==> config.mk <==
export PLATFORM = sky130hd
export DESIGN_NAME = beta_mem_seq
export DESIGN_NICKNAME = d
export VERILOG_FILES = /design/src/rtl/beta_pkg.sv /design/src/rtl/mem_wait_timer.sv /design/src/rtl/beta_mem_seq.sv
export SDC_FILE = /design/constraint.sdc
export NUM_CORES = 1
export LEC_CHECK = 0
export CAP_MARGIN = 0
export CORE_MARGIN = 4
export CORE_UTILIZATION = 30
export DETAILED_ROUTE_END_ITERATION = 12
export GPL_TIMING_DRIVEN = 0
export PLACE_DENSITY = 0.86
export SYNTH_ARGS = -nofsm -noshare
export SYNTH_HDL_FRONTEND = slang
export SYNTH_HIERARCHICAL = 1
export SYNTH_SLANG_ARGS = --single-unit
==> constraint.sdc <==
create_clock -name clk -period 1.8 [get_ports clk]
set_clock_uncertainty 0.1 [all_clocks]
set_input_delay 0.54 -clock clk [delete_from_list [all_inputs] [get_ports clk]]
set_output_delay 0.54 -clock clk [all_outputs]
set_load 0.1 [all_outputs]
==> src/rtl/beta_pkg.sv <==
// Shared types and default widths for the beta memory sequencer.
// State encoding is shared by the sequencer top and its users.
package beta_pkg;

    localparam int unsigned AW_DEF      = 32;
    localparam int unsigned DW_DEF      = 32;
    localparam int unsigned TIMEOUT_DEF = 15;

    typedef enum logic [2:0] {
        IDLE,
        FETCH,
        DECODE,
        DATA,
        COMMIT,
        ERR
    } seq_state_t;

endpackage

==> src/rtl/mem_wait_timer.sv <==
// Per-access wait counter with bus-error compare.
// A TIMEOUT of zero never expires.
module mem_wait_timer #(
    parameter int unsigned TIMEOUT = 15
) (
    input  logic clk,
    input  logic reset,
    input  logic clear,
    input  logic tick,
    output logic expired
);

    localparam int unsigned W = (TIMEOUT > 0) ? $clog2(TIMEOUT + 1) : 1;
    localparam logic [W-1:0] LIMIT = W'(TIMEOUT);

    logic [W-1:0] r_cnt;

    // Saturate at LIMIT so a disabled timer never wraps.
    always_ff @(posedge clk) begin
        if (!reset) begin
            r_cnt <= '0;
        end else if (clear) begin
            r_cnt <= '0;
        end else if (tick && (r_cnt != LIMIT)) begin
            r_cnt <= r_cnt + 1'b1;
        end
    end

    assign expired = (TIMEOUT != 0) && (r_cnt == LIMIT);

endmodule

==> src/rtl/beta_mem_seq.sv <==
// Multi-cycle sequencer sharing one memory port between fetch and data.
// Stall is released for a single COMMIT cycle per instruction.
module beta_mem_seq
    import beta_pkg::*;
#(
    parameter int unsigned AW      = AW_DEF,
    parameter int unsigned DW      = DW_DEF,
    parameter int unsigned TIMEOUT = TIMEOUT_DEF
) (
    input  logic          clk,
    input  logic          reset,
    input  logic [AW-1:0] ia,
    output logic [DW-1:0] id,
    input  logic          data_rd,
    input  logic          data_wr,
    input  logic [AW-1:0] data_addr,
    input  logic [DW-1:0] data_wdata,
    output logic [DW-1:0] data_rdata,
    output logic          stall,
    output logic          bus_err,
    output logic [AW-1:0] mem_addr,
    output logic [DW-1:0] mem_wdata,
    output logic          mem_re,
    output logic          mem_we,
    input  logic [DW-1:0] mem_rdata,
    input  logic          mem_ack
);

    seq_state_t    r_state;
    seq_state_t    w_next;
    logic [DW-1:0] r_id;
    logic [DW-1:0] r_rdata;
    logic          r_is_wr;
    logic          r_bus_err;
    logic          w_in_acc;
    logic          w_clear;
    logic          w_tick;
    logic          w_expired;

    assign w_in_acc = (r_state == FETCH) || (r_state == DATA);
    assign w_clear  = !w_in_acc;
    assign w_tick   = w_in_acc && !mem_ack;

    mem_wait_timer #(
        .TIMEOUT(TIMEOUT)
    ) u_timer (
        .clk    (clk),
        .reset  (reset),
        .clear  (w_clear),
        .tick   (w_tick),
        .expired(w_expired)
    );

    always_comb begin
        w_next = r_state;
        unique case (r_state)
            IDLE: w_next = FETCH;
            FETCH: begin
                if (mem_ack) begin
                    w_next = DECODE;
                end else if (w_expired) begin
                    w_next = ERR;
                end
            end
            DECODE: begin
                if (data_wr || data_rd) begin
                    w_next = DATA;
                end else begin
                    w_next = COMMIT;
                end
            end
            DATA: begin
                if (mem_ack) begin
                    w_next = COMMIT;
                end else if (w_expired) begin
                    w_next = ERR;
                end
            end
            COMMIT: w_next = FETCH;
            ERR: w_next = ERR;
            default: w_next = IDLE;
        endcase
    end

    // Write wins over read when both are requested in DECODE.
    always_ff @(posedge clk) begin
        if (!reset) begin
            r_state   <= IDLE;
            r_id      <= '0;
            r_rdata   <= '0;
            r_is_wr   <= 1'b0;
            r_bus_err <= 1'b0;
        end else begin
            r_state <= w_next;
            if ((r_state == FETCH) && mem_ack) begin
                r_id <= mem_rdata;
            end
            if (r_state == DECODE) begin
                r_is_wr <= data_wr;
            end
            if ((r_state == DATA) && mem_ack && !r_is_wr) begin
                r_rdata <= mem_rdata;
            end
            if (w_next == ERR) begin
                r_bus_err <= 1'b1;
            end
        end
    end

    always_comb begin
        stall     = (r_state != COMMIT);
        mem_re    = (r_state == FETCH) || ((r_state == DATA) && !r_is_wr);
        mem_we    = (r_state == DATA) && r_is_wr;
        mem_addr  = (r_state == DATA) ? data_addr : ia;
        mem_wdata = data_wdata;
    end

    assign id         = r_id;
    assign data_rdata = r_rdata;
    assign bus_err    = r_bus_err;

endmodule

After elaboration in Yosys (flattened, before gate mapping). Index checks and enable logic that the tools add are counted.

Register bits: 73. Input bits: 133. Output and inout port bits: 132. Logic and storage cells: 37.

Add/subtract/negate cells: 1. Equality and inequality tests: 9. Muxes and demuxes: 6. Reduce and logical (&&, ||, !) cells: 15.

Operators by type and width (number): 32-bit 2-to-1 mux (1); 3-bit case mux with 5 select lines (1); 3-bit 2-to-1 mux (4); 3-bit == test (second input constant) (3); 1-bit logical AND (7); 3-bit by 2-bit == test with 1-bit output (second input constant) (2); 4-bit by 1-bit adder with 4-bit output (second input constant) (1); 4-bit == test (second input constant) (1); 4-bit != test (second input constant) (1); 3-bit by 1-bit == test with 1-bit output (second input constant) (1); 3-bit logical NOT (1); 1-bit logical OR (3); 3-bit != test (second input constant) (1); 1-bit logical NOT (2); 2-bit AND reduction (1); 2-bit OR reduction (1).

Longest topological paths before layout. Gate-level depths: netlist (run 1).

Word-level depth: 5. Gate-level depth with buffers: 6. Gate-level depth less buffers: 5.

Modules after synthesis. Netlist (run 1), hierarchy kept.

By module, submodules not included: beta_mem_seq (times used 1, cells an instance 351, area an instance 3206.8 sq um, sequential area each 1381.3 sq um); mem_wait_timer (times used 1, cells an instance 22, area an instance 197.7 sq um, sequential area each 80.1 sq um).

Least setup slack after synthesis (run 1). No wires, ideal clock.

Path kind: flip-flop to output port. Start point: register r_state[2]. End point: output port mem_re. Arrival time: 2100 ps. Data required time: 1160 ps. Setup slack: -940 ps. Cell stages (with the launch flop): 4. Buffers on the path: 1. Path through: dfxtp_1 buf_2 nand2b_1 a21oi_1.

Cells in the longest elaborated chain, start to end: 3. Elaborated cells on any way between the ends: 4. Those cells by class: 2 x eq/ne; 2 x reduce/logical.

Ends and longest elaborated chain: from (decl) (RTL line beta_mem_seq.sv:29) `seq_state_t r_state;`; from (signal assigned) (RTL line beta_mem_seq.sv:94) `r_state <= w_next;`; 3-bit by 2-bit == test with 1-bit output (RTL line beta_mem_seq.sv:112) `mem_re = (r_state == FETCH) || ((r_state == DATA) && !r_is_wr);`; 1-bit logical AND (RTL line beta_mem_seq.sv:112); 1-bit logical OR * (RTL line beta_mem_seq.sv:112); to (decl) (RTL line beta_mem_seq.sv:23) `output logic mem_re,`.

Mark *: on every way between the ends. The rest lies on a longest branch, timed or not.

Worst setup path in the final report (run 1).
Start point: register r_state[0]. End point: output port mem_addr[29].

Cells in the longest elaborated chain, start to end: 2.

Ends and longest elaborated chain: 3-bit by 2-bit == test with 1-bit output (RTL line beta_mem_seq.sv:114) `mem_addr = (r_state == DATA) ? data_addr : ia;`; 32-bit 2-to-1 mux (RTL line beta_mem_seq.sv:114); to (decl) (RTL line beta_mem_seq.sv:21) `output logic [AW-1:0] mem_addr,`.

No other way between the ends.

==> metrics.csv, run 1 <==
stage,metric,value,unit
logic_synthesis,Synthesized Nets,507,
min_path,hold wc startpoint,data_rdata[1]$_SDFFE_PN0P_,
timing,Final Max Slew Viols,0,
final_layout,diodes inserted,0,
final_layout,filler instances,854,
global_route,vias in the first global route,3971,
cts,clock root cell,clkbuf_16,
setup_path,critical path launch point type,flip-flop,
cts,clock tree buffer depth,2,
logic_synthesis,area of the mapped netlist,3400,um2
timing,Worst Tran Pin Value,0.533,ns
routing,routed len/inst,18.9,um
die,Die Ht,115,um
routing,Iter 0 DRT Violations,178,
logic_synthesis,sequential fraction of the synthesis area,42.9,%
setup_path,crit-path max cell delay,0.32,ns
final_layout,share of post-route cells with drive strength above 1,44.3,%
logic_synthesis,Cell variety after synth,36,
timing,final setup vio count,39,
logic_synthesis,Synth area leader,dfxtp_1,
routing,DR pass1 iterations,4,
cts,H-tree depth,3,
power_and_ir_drop,Leakage,0.00315,uW
timing,Final Hold Viols,0,
cts,CTS Buf Count,9,
power_and_ir_drop,worst vdd ir,0.000640,V
setup_path,worst setup path start,r_state[0]$_SDFF_PN0_,
placed_design,DP Area,6060,um2
setup_path,Crit. End Element,primary output,
setup_path,worst r2r src,r_state[2]$_SDFF_PN0_,
routing,drt drc,0,
global_route,first-pass GRT wire length,20.5,mm
timing,unrepaired setup endpoints after global routing,true,
cts,hold buffers post-CTS,0,
min_path,WHS Path Cells,2,
routing,routed wire length,15.0,mm
routing,DR vias,3762,
placed_design,Detailed Place HPWL,10.8,mm
logic_synthesis,Yosys reg bits,73,
min_path,hold crit path type,flip-flop to flip-flop,
die,core area,11000,um2
placed_design,GPL Wtd Cong,0.877,
placed_design,post-place setup slack,-1.17,ns
timing,fin crit period,2.31,ns
final_layout,final core occ,62.4,%
global_route,initial antenna violation count,0,
die,total die area,13100,um2
power_and_ir_drop,Power per Cell Area,826,nW/um2
logic_synthesis,main flop type after synthesis,dfxtp_1,
timing,Max Clk Rate,433,MHz
final_layout,post-route cell area,6850,um2
logic_synthesis,Post-synth EDFFs,0,
timing,period utilization,128,%
setup_path,Worst Path Required,1.16,ns
final_layout,Final Net Count,779,
timing,final worst slack,-0.509,ns
global_route,largest net degree at the start of global routing,12,
logic_synthesis,top-area cell type share of the netlist area,42.9,%
die,die width,115,um
cts,clk sinks,73,
global_route,GRT overflow,0,
cts,CTS tree,yes,
setup_path,FF-to-FF End,u_timer/r_cnt[0]$_SDFFE_PP0P_,
setup_path,CP Class,flip-flop to primary output,
setup_path,CP Max Fanout,5,
cts,clock-pin slew on the worst setup and hold paths,0.05,ns
setup_path,crit-path cells,"buf_6, nand3b_4, clkbuf_16, mux2_4, buf_12",
status,status,"complete, but fails checks",
timing,Rel. slew slack,64.8,%
placed_design,I/O Buffers,232,
job,Max-cap violations,0,
logic_synthesis,Post-Syn Area per Cell,9.13,um2
setup_path,"Slowest-stage cell, CP",dfxtp_2,
logic_synthesis,Syn Inst Count,373,
die,FP Rows,38,
die,initial core utilization,31.0,%
final_layout,Layout area overhead,101,%
global_route,overall global routing resource usage,19.8,%
logic_synthesis,ys async rst share,0,%
status,failing checks,setup timing,
setup_path,arrival time worst endpoint,1.67,ns
routing,post-route ant nets,0,
cts,clk_lat worst skew,0.32,ns
setup_path,FF-to-FF path depth,11,
die,boundary pin count,265,
logic_synthesis,"top cells by area, synth","dfxtp_1, mux2_2, mux2i_1, nand2_1, buf_4",
timing,final hold slack,0.351,ns
min_path,Hold Crit Endpoint,data_rdata[1]$_SDFFE_PN0P_,
routing,drt via density,4.76,
logic_synthesis,Syn. warnings,6,
setup_path,reg2reg setup slack,-0.19,ns
## flip-flops by register name (all words and copies together), names as in the netlist
signal and count:
bus_err 1, data_rdata 32, id 32, r_is_wr 1, r_state 3, u_timer/r_cnt 4
## repair_timing
item	4_1_cts	5_1_grt
buffers inserted	18	8
endpoints found under the setup margin	199	91
cloned	0	4
gates resized for setup	734	117
hold endpoints to repair	0	0
pin swaps	8	6
## where the power goes
part	switching (uW)	internal (uW)	total, uW
Sequential	36.7	1670	1710
Clock	636	1080	1720
Combinational	1460	776	2230
## metal layers
layer / global-route usage, % / part of all wire (%)
met1: 19.6 / 35
met2: 37.1 / 52
met3: 6.66 / 9.2
met4: 8.95 / 3.2
met5: 0 / 0
## critical path: cells and delay by family, from the launching register on
| kind | cells | cell delay [ns] |
|---|---|---|
| muxes | 1 | 0.32 |
| DFF | 1 | 0.32 |
| and+or+nand+nor | 1 | 0.18 |
| buffers and inverters | 3 | 0.51 |
## stage by stage
stage          TNS, ns  total power, uW  cells
3_3_place_gp   -106.38             3720    745
3_5_place_dp   -109.41             3740    745
5_1_grt         -17.88             5830    790
6_report        -16.24             5660    790
4_1_cts         -18.38             5500    779
2_1_floorplan    -2.94             3150    373
## cells in the final DEF, fill, tap and decap left out, types with 2 or more instances in the layout
cell              n
nand2_1          67
clkbuf_16        12
mux2i_1          32
nor2_1            3
clkinv_2          3
buf_4            46
buf_12           42
clkbuf_8          4
clkdlybuf4s18_2  26
clkbuf_4          2
nor2_4            3
dfxtp_4           2
buf_6            15
dfxtp_1          70
nand3_1          32
mux2_4           32
o21ai_1           3
a21oi_1           4
nand3b_4          2
clkdlybuf4s50_1  98
clkbuf_2         10
nand2b_1          2
buf_2            76
o21ai_0          33
## cell usage after synthesis, types with 2 or more instances
cell type	instances
o21ai_0	34
nand3_1	32
mux2_2	32
buf_4	32
buf_2	10
clkbuf_1	13
a21oi_1	6
mux2i_1	33
nor3_1	2
nor2_1	6
nand2b_1	3
nand2_1	68
dfxtp_1	73
nor2b_1	2
buf_6	4
o21ai_1	3
## logic make-up (layout without fill, tap and decap cells)
family                   after synthesis  in the layout  share of synthesized area, %
AO/OA/AOI/OAI                         48             48                          7.57
adder cells (fa/ha/maj)                1              1                         0.367
buffers and inverters                 62            338                          11.6
flip-flops                            73             73                          42.9
multiplexers                          65             65                          20.3
AND/OR/NAND/NOR                      124            125                          17.2
## cell type report
| type | count | area (um2) | share of cell area [%] |
|---|---|---|---|
| sequential | 73 | 1470 | 21.5 |
| multi-input combinational | 239 | 1770 | 25.8 |
| inverter | 2 | 8.76 | 0.128 |
| tap | 140 | 175 | 2.56 |
| timing repair buffer | 261 | 2650 | 38.6 |
| clock inverter | 2 | 10.0 | 0.146 |
| buffer | 59 | 492 | 7.18 |
| clock buffer | 14 | 284 | 4.14 |
## worst max path at each step
stage | endpoint | slack (ns)
after detailed placement | mem_addr[14] | -1.17
after floorplan | mem_addr[11] | -0.11
after global placement | mem_addr[11] | -1.18
final | mem_addr[29] | -0.51
after CTS | mem_addr[24] | -0.53
after global routing | mem_addr[29] | -0.55
Note: power is estimated with default switching activity, not from simulation.
==> run 2, diff against run 1 <==
--- a/config.mk
+++ b/config.mk
@@ -5,12 +5,12 @@
 export SDC_FILE = /design/constraint.sdc
 export NUM_CORES = 1
 export LEC_CHECK = 0
-export CAP_MARGIN = 0
-export CORE_MARGIN = 4
-export CORE_UTILIZATION = 30
+export CORE_AREA = 4 4 101 103
 export DETAILED_ROUTE_END_ITERATION = 12
+export DIE_AREA = 0 0 105 107
+export DONT_BUFFER_PORTS = 1
 export GPL_TIMING_DRIVEN = 0
-export PLACE_DENSITY = 0.86
+export PLACE_DENSITY = 0.62
 export SYNTH_ARGS = -nofsm -noshare
 export SYNTH_HDL_FRONTEND = slang
 export SYNTH_HIERARCHICAL = 1
==> run 2 against run 1 <==
Net effect: the run still ends with setup timing left; first-iteration DRC count shrank 41%; hold slack got worse by 0.12 ns; clock-buffer cell count shrank 4; via count down 26%; core utilization decreased by 16 points; combinational power decreased by 46%; cell area fell by 37%; critical endpoint is now mem_addr[8]; critical path depth down 2; sequential power up 23%.
==> metrics.csv, run 2 (synthesis gave the netlist of run 1 again) <==
stage,metric,value,unit
setup_path,Worst path top cell family by delay,multiplexers,
final_layout,Final Non-Filler Cells,516,
min_path,Hold Crit Endpoint,r_state[1]$_SDFF_PN0_,
die,core area,9200,um2
timing,period utilization,126,%
status,failing checks,setup timing,
timing,Worst Tran Pin Value,0.738,ns
power_and_ir_drop,Power per Cell Area,1110,nW/um2
setup_path,arrival time worst endpoint,1.62,ns
final_layout,Layout area overhead,25.8,%
placed_design,DP Area,3700,um2
power_and_ir_drop,worst vdd ir,0.000638,V
setup_path,Worst Path Required,1.16,ns
routing,Top Layer Used,met4,
cts,clock root cell,clkbuf_8,
final_layout,post-route cell area,4280,um2
min_path,hold crit path type,input port to flip-flop,
cts,clk_lat worst skew,0.33,ns
routing,routed len/inst,21.4,um
setup_path,crit-path max cell delay,0.44,ns
setup_path,crit-path cells,"nand3b_4, bufbuf_16, mux2_4",
timing,fin crit period,2.26,ns
routing,drt drc,0,
cts,hold buffers post-CTS,0,
routing,drt via density,5.36,
routing,wl on met1,3.93,mm
final_layout,Final Net Count,534,
global_route,overall global routing resource usage,18.5,%
timing,final hold slack,0.234,ns
routing,Iter 0 DRT Violations,105,
final_layout,final core occ,46.6,%
cts,clk sinks,73,
die,initial core utilization,37.0,%
timing,Final Hold Viols,0,
routing,DR vias,2766,
timing,unrepaired setup endpoints after global routing,true,
placed_design,Detailed Place HPWL,8.67,mm
timing,final setup vio count,35,
cts,CTS tree,yes,
final_layout,share of post-route cells with drive strength above 1,47.9,%
die,FP Rows,35,
setup_path,FF-to-FF End,data_rdata[6]$_SDFFE_PN0P_,
placed_design,I/O Buffers,0,
routing,Detail Route met2 WL,5.58,mm
routing,DR pass1 iterations,4,
routing,post-route ant nets,0,
job,Max-cap violations,0,
timing,Max Clk Rate,442,MHz
timing,final worst slack,-0.462,ns
cts,clock tree buffer depth,2,
min_path,hold wc startpoint,reset,
status,status,"complete, but fails checks",
global_route,largest net degree at the start of global routing,14,
global_route,initial antenna violation count,0,
setup_path,CP Max Fanout,5,
setup_path,Crit. End Element,primary output,
placed_design,Placed Cells,484,
timing,Rel. slew slack,50.7,%
power_and_ir_drop,Leakage,0.00178,uW
cts,clock-pin slew on the worst setup and hold paths,0.07,ns
setup_path,reg2reg setup slack,0.08,ns
cts,H-tree depth,3,
final_layout,diodes inserted,0,
setup_path,worst r2r src,r_state[2]$_SDFF_PN0_,
global_route,first-pass GRT wire length,16.1,mm
routing,routed wire length,11.0,mm
die,Die Ht,107,um
setup_path,CP Class,flip-flop to primary output,
setup_path,"Slowest-stage cell, CP",mux2_4,
setup_path,critical path launch point type,flip-flop,
min_path,WHS Path Cells,2,
placed_design,post-place setup slack,-0.245,ns
setup_path,FF-to-FF path depth,7,
placed_design,GPL Wtd Cong,0.768,
final_layout,most frequent cells in the layout,"nand2_1, dfxtp_2, buf_4",
setup_path,CP bufs+invs,1,
cts,CTS Buf Count,9,
timing,Final Max Slew Viols,0,
die,die width,105,um
die,total die area,11200,um2
global_route,vias in the first global route,2805,
global_route,GRT overflow,0,
routing,DR WL met3,1.36,mm
die,boundary pin count,265,
run 2: what timing repair did:
item / 4_1_cts / 5_1_grt
cloned: 1 / 0
gates resized for setup: 94 / 21
buffers inserted: 12 / 7
setup endpoints to repair: 100 / 90
pin swaps: 3 / 4
run 2: metal layers:
metal | global-route usage [%] | up-vias
met5 | 0 | -
met4 | 5.90 | 0
met3 | 10.3 | 13
met2 | 32.1 | 157
met1 | 18.9 | 1301
li1 | - | 1295
run 2: worst max path at each step:
stage	startpoint	end	slack, ns	cells past startpoint
2_1_floorplan	r_state[2]$_SDFF_PN0_	mem_addr[11]	-0.11	4
3_3_place_gp	r_state[0]$_SDFF_PN0_	mem_addr[15]	-0.22	4
3_5_place_dp	r_state[0]$_SDFF_PN0_	mem_addr[15]	-0.24	4
4_1_cts	r_state[2]$_SDFF_PN0_	mem_addr[30]	-0.49	4
5_1_grt	r_state[2]$_SDFF_PN0_	mem_addr[30]	-0.51	4
6_report	r_state[2]$_SDFF_PN0_	mem_addr[8]	-0.46	3
run 2: through the flow:
step | TNS (ns) | power, uW
after floorplan | -2.94 | 3150
after global placement | -6.51 | 3260
after detailed placement | -7.26 | 3260
after CTS | -16.06 | 4770
after global routing | -15.65 | 4890
final | -13.79 | 4740
run 2: power by group:
| group | leakage, uW | switching (uW) | total (uW) | internal, uW |
|---|---|---|---|---|
| clock network | 0.000113 | 615 | 1440 | 823 |
| registers | 0.000625 | 420 | 2100 | 1680 |
| logic | 0.00104 | 936 | 1200 | 269 |
run 2: area by class of cell:
class / instances / area [um2]
buffer: 56 / 417
clock buffer: 10 / 138
clock inverter: 6 / 90.1
fill: 867 / 4910
inverter: 2 / 7.51
multi-input combinational: 238 / 1740
sequential: 73 / 1560
tap: 111 / 139
timing repair buffer: 20 / 201
==> run 3, diff against run 2 <==
--- a/config.mk
+++ b/config.mk
@@ -11,6 +11,7 @@
 export DONT_BUFFER_PORTS = 1
 export GPL_TIMING_DRIVEN = 0
 export PLACE_DENSITY = 0.62
+export SLEW_MARGIN = 10
 export SYNTH_ARGS = -nofsm -noshare
 export SYNTH_HDL_FRONTEND = slang
 export SYNTH_HIERARCHICAL = 1
==> constraint.sdc (replaced) <==
create_clock -name clk -period 1.96 [get_ports clk]
set_clock_uncertainty 0.1 [all_clocks]
set_input_delay 0.588 -clock clk [delete_from_list [all_inputs] [get_ports clk]]
set_output_delay 0.588 -clock clk [all_outputs]
set_load 0.1 [all_outputs]
==> run 3 against run 2 <==
Net effect: critical path type unchanged; via count down 0.25%; largest power group unchanged; clock power down 16%; cell count up 0.19%; the flow still finishes with violations (setup timing); first-iteration DRC count up 5.7%.
==> metrics.csv, run 3 (synthesis gave the netlist of run 1 again) <==
stage,metric,value,unit
status,status,"complete, but fails checks",
status,failing checks,setup timing,
die,initial core utilization,37.0,%
setup_path,FF-to-FF End,data_rdata[28]$_SDFFE_PN0P_,
timing,Worst Tran Pin Value,0.721,ns
min_path,Hold Crit Endpoint,r_state[1]$_SDFF_PN0_,
global_route,largest net degree at the start of global routing,14,
die,core area,9200,um2
setup_path,critical path launch point type,flip-flop,
die,FP Rows,35,
routing,drt drc,0,
power_and_ir_drop,Pint,2410,uW
final_layout,Final Non-Filler Cells,517,
routing,DR vias,2759,
power_and_ir_drop,sw frac,43.1,%
final_layout,diodes inserted,0,
final_layout,final core occ,46.2,%
setup_path,CP Class,flip-flop to primary output,
setup_path,Crit. End Element,primary output,
die,boundary pin count,265,
cts,clk sinks,73,
routing,Iter 0 DRT Violations,111,
cts,H-tree depth,3,
routing,routed wire length,11.2,mm
power_and_ir_drop,worst vdd ir,0.000654,V
cts,clk_lat worst skew,0.34,ns
global_route,initial antenna violation count,1,
cts,hold buffers post-CTS,0,
timing,final hold slack,0.281,ns
timing,final setup vio count,34,
placed_design,I/O Buffers,0,
cts,clock tree buffer depth,2,
min_path,hold wc startpoint,reset,
final_layout,"commonest non-fill, non-tap cell in the layout",dfxtp_2,
placed_design,Placed Cells,484,
die,total die area,11200,um2
power_and_ir_drop,Seq pwr share,45.6,%
power_and_ir_drop,Tot Pwr,4230,uW
power_and_ir_drop,Gate power share,25.9,%
final_layout,Layout area overhead,24.7,%
final_layout,share of post-route cells with drive strength above 1,46.8,%
placed_design,Detailed Place HPWL,8.92,mm
timing,period utilization,119,%
setup_path,FF-to-FF path depth,9,
cts,clock root cell,clkbuf_8,
timing,unrepaired setup endpoints after global routing,true,
placed_design,GPL Wtd Cong,0.758,
timing,final worst slack,-0.375,ns
die,Die Ht,107,um
power_and_ir_drop,clock share of power,28.6,%
power_and_ir_drop,NetSw,1820,uW
cts,clock-pin slew on the worst setup and hold paths,0.08,ns
setup_path,reg2reg setup slack,0.07,ns
timing,Final Hold Viols,0,
timing,fin crit period,2.34,ns
global_route,GRT overflow,0,
routing,DR pass1 iterations,4,
die,die width,105,um
cts,CTS Buf Count,9,
setup_path,Worst Path Required,1.27,ns
min_path,hold crit path type,input port to flip-flop,
routing,routed len/inst,21.7,um
global_route,first-pass GRT wire length,16.2,mm
setup_path,CP Max Fanout,6,
timing,Final Max Slew Viols,0,
job,Max-cap violations,0,
final_layout,Final Net Count,535,
placed_design,post-place setup slack,-0.350,ns
setup_path,arrival time worst endpoint,1.65,ns
min_path,WHS Path Cells,2,
power_and_ir_drop,Leakage,0.00173,uW
cts,CTS tree,yes,
power_and_ir_drop,Power per Cell Area,997,nW/um2
setup_path,worst r2r src,r_state[0]$_SDFF_PN0_,
routing,drt via density,5.34,
timing,Max Clk Rate,428,MHz
timing,Rel. slew slack,51.8,%
routing,post-route ant nets,0,
global_route,overall global routing resource usage,18.6,%
final_layout,most frequent cells in the layout,"dfxtp_2, nand2_1, buf_4",
global_route,vias in the first global route,2849,
run 3: repair_timing:
item | CTS | global route
pin swaps | 2 | 2
buffers inserted | 11 | 7
gates resized for setup | 94 | 6
setup endpoints to repair | 100 | 42
gates cloned | 1 | 1
run 3: area by class of cell:
cell class,count,area (um2)
sequential,73,1550
clock inverter,6,66.3
buffer,58,424
timing repair buffer,19,193
inverter,2,7.51
clock buffer,10,138
multi-input combinational,238,1730
tap,111,139
fill,876,4950
run 3: layer usage:
layer | up-vias | routed length [um] | GRT usage (%)
met2 | 163 | 5720 | 33.2
met3 | 10 | 1660 | 10.8
met4 | 2 | 128 | 6.47
li1 | 1300 | - | -
met1 | 1284 | 3710 | 17.7
met5 | - | 13 | 0
run 3: power groups by stage:
stage / sequential [uW] / combinational [uW] / clock, uW
after floorplan: 1930 / 955 / 0
after global placement: 1950 / 1030 / 0
after detailed placement: 1950 / 1040 / 0
after CTS: 1930 / 1090 / 1230
after global routing: 1940 / 1130 / 1290
final: 1930 / 1090 / 1210
run 3: metrics by stage:
step                      setup TNS (ns)  area [um2]
after floorplan                   -0.415        3540
after global placement             -4.64        3680
after detailed placement           -5.10        3680
after CTS                         -14.23        4190
after global routing              -12.42        4250
final                             -10.88        4250
run 3: worst max path at each step:
stage                           from            to  slack, ns  depth (start not counted)
2_1_floorplan  r_state[2]$_SDFF_PN0_        mem_re      -0.22                          3
3_3_place_gp   r_state[2]$_SDFF_PN0_        mem_re      -0.34                          3
3_5_place_dp   r_state[2]$_SDFF_PN0_        mem_re      -0.35                          3
4_1_cts        r_state[2]$_SDFF_PN0_  mem_addr[29]      -0.47                          5
5_1_grt        r_state[0]$_SDFF_PN0_   mem_addr[3]      -0.42                          5
6_report       r_state[0]$_SDFF_PN0_   mem_addr[7]      -0.38                          5
run 3: critical path: stages, from the launching register on:
cell	delay [ns]
dfxtp_2	0.33
buf_6	0.12
nand3b_4	0.11
buf_12	0.15
clkbuf_16	0.15
mux2_4	0.44
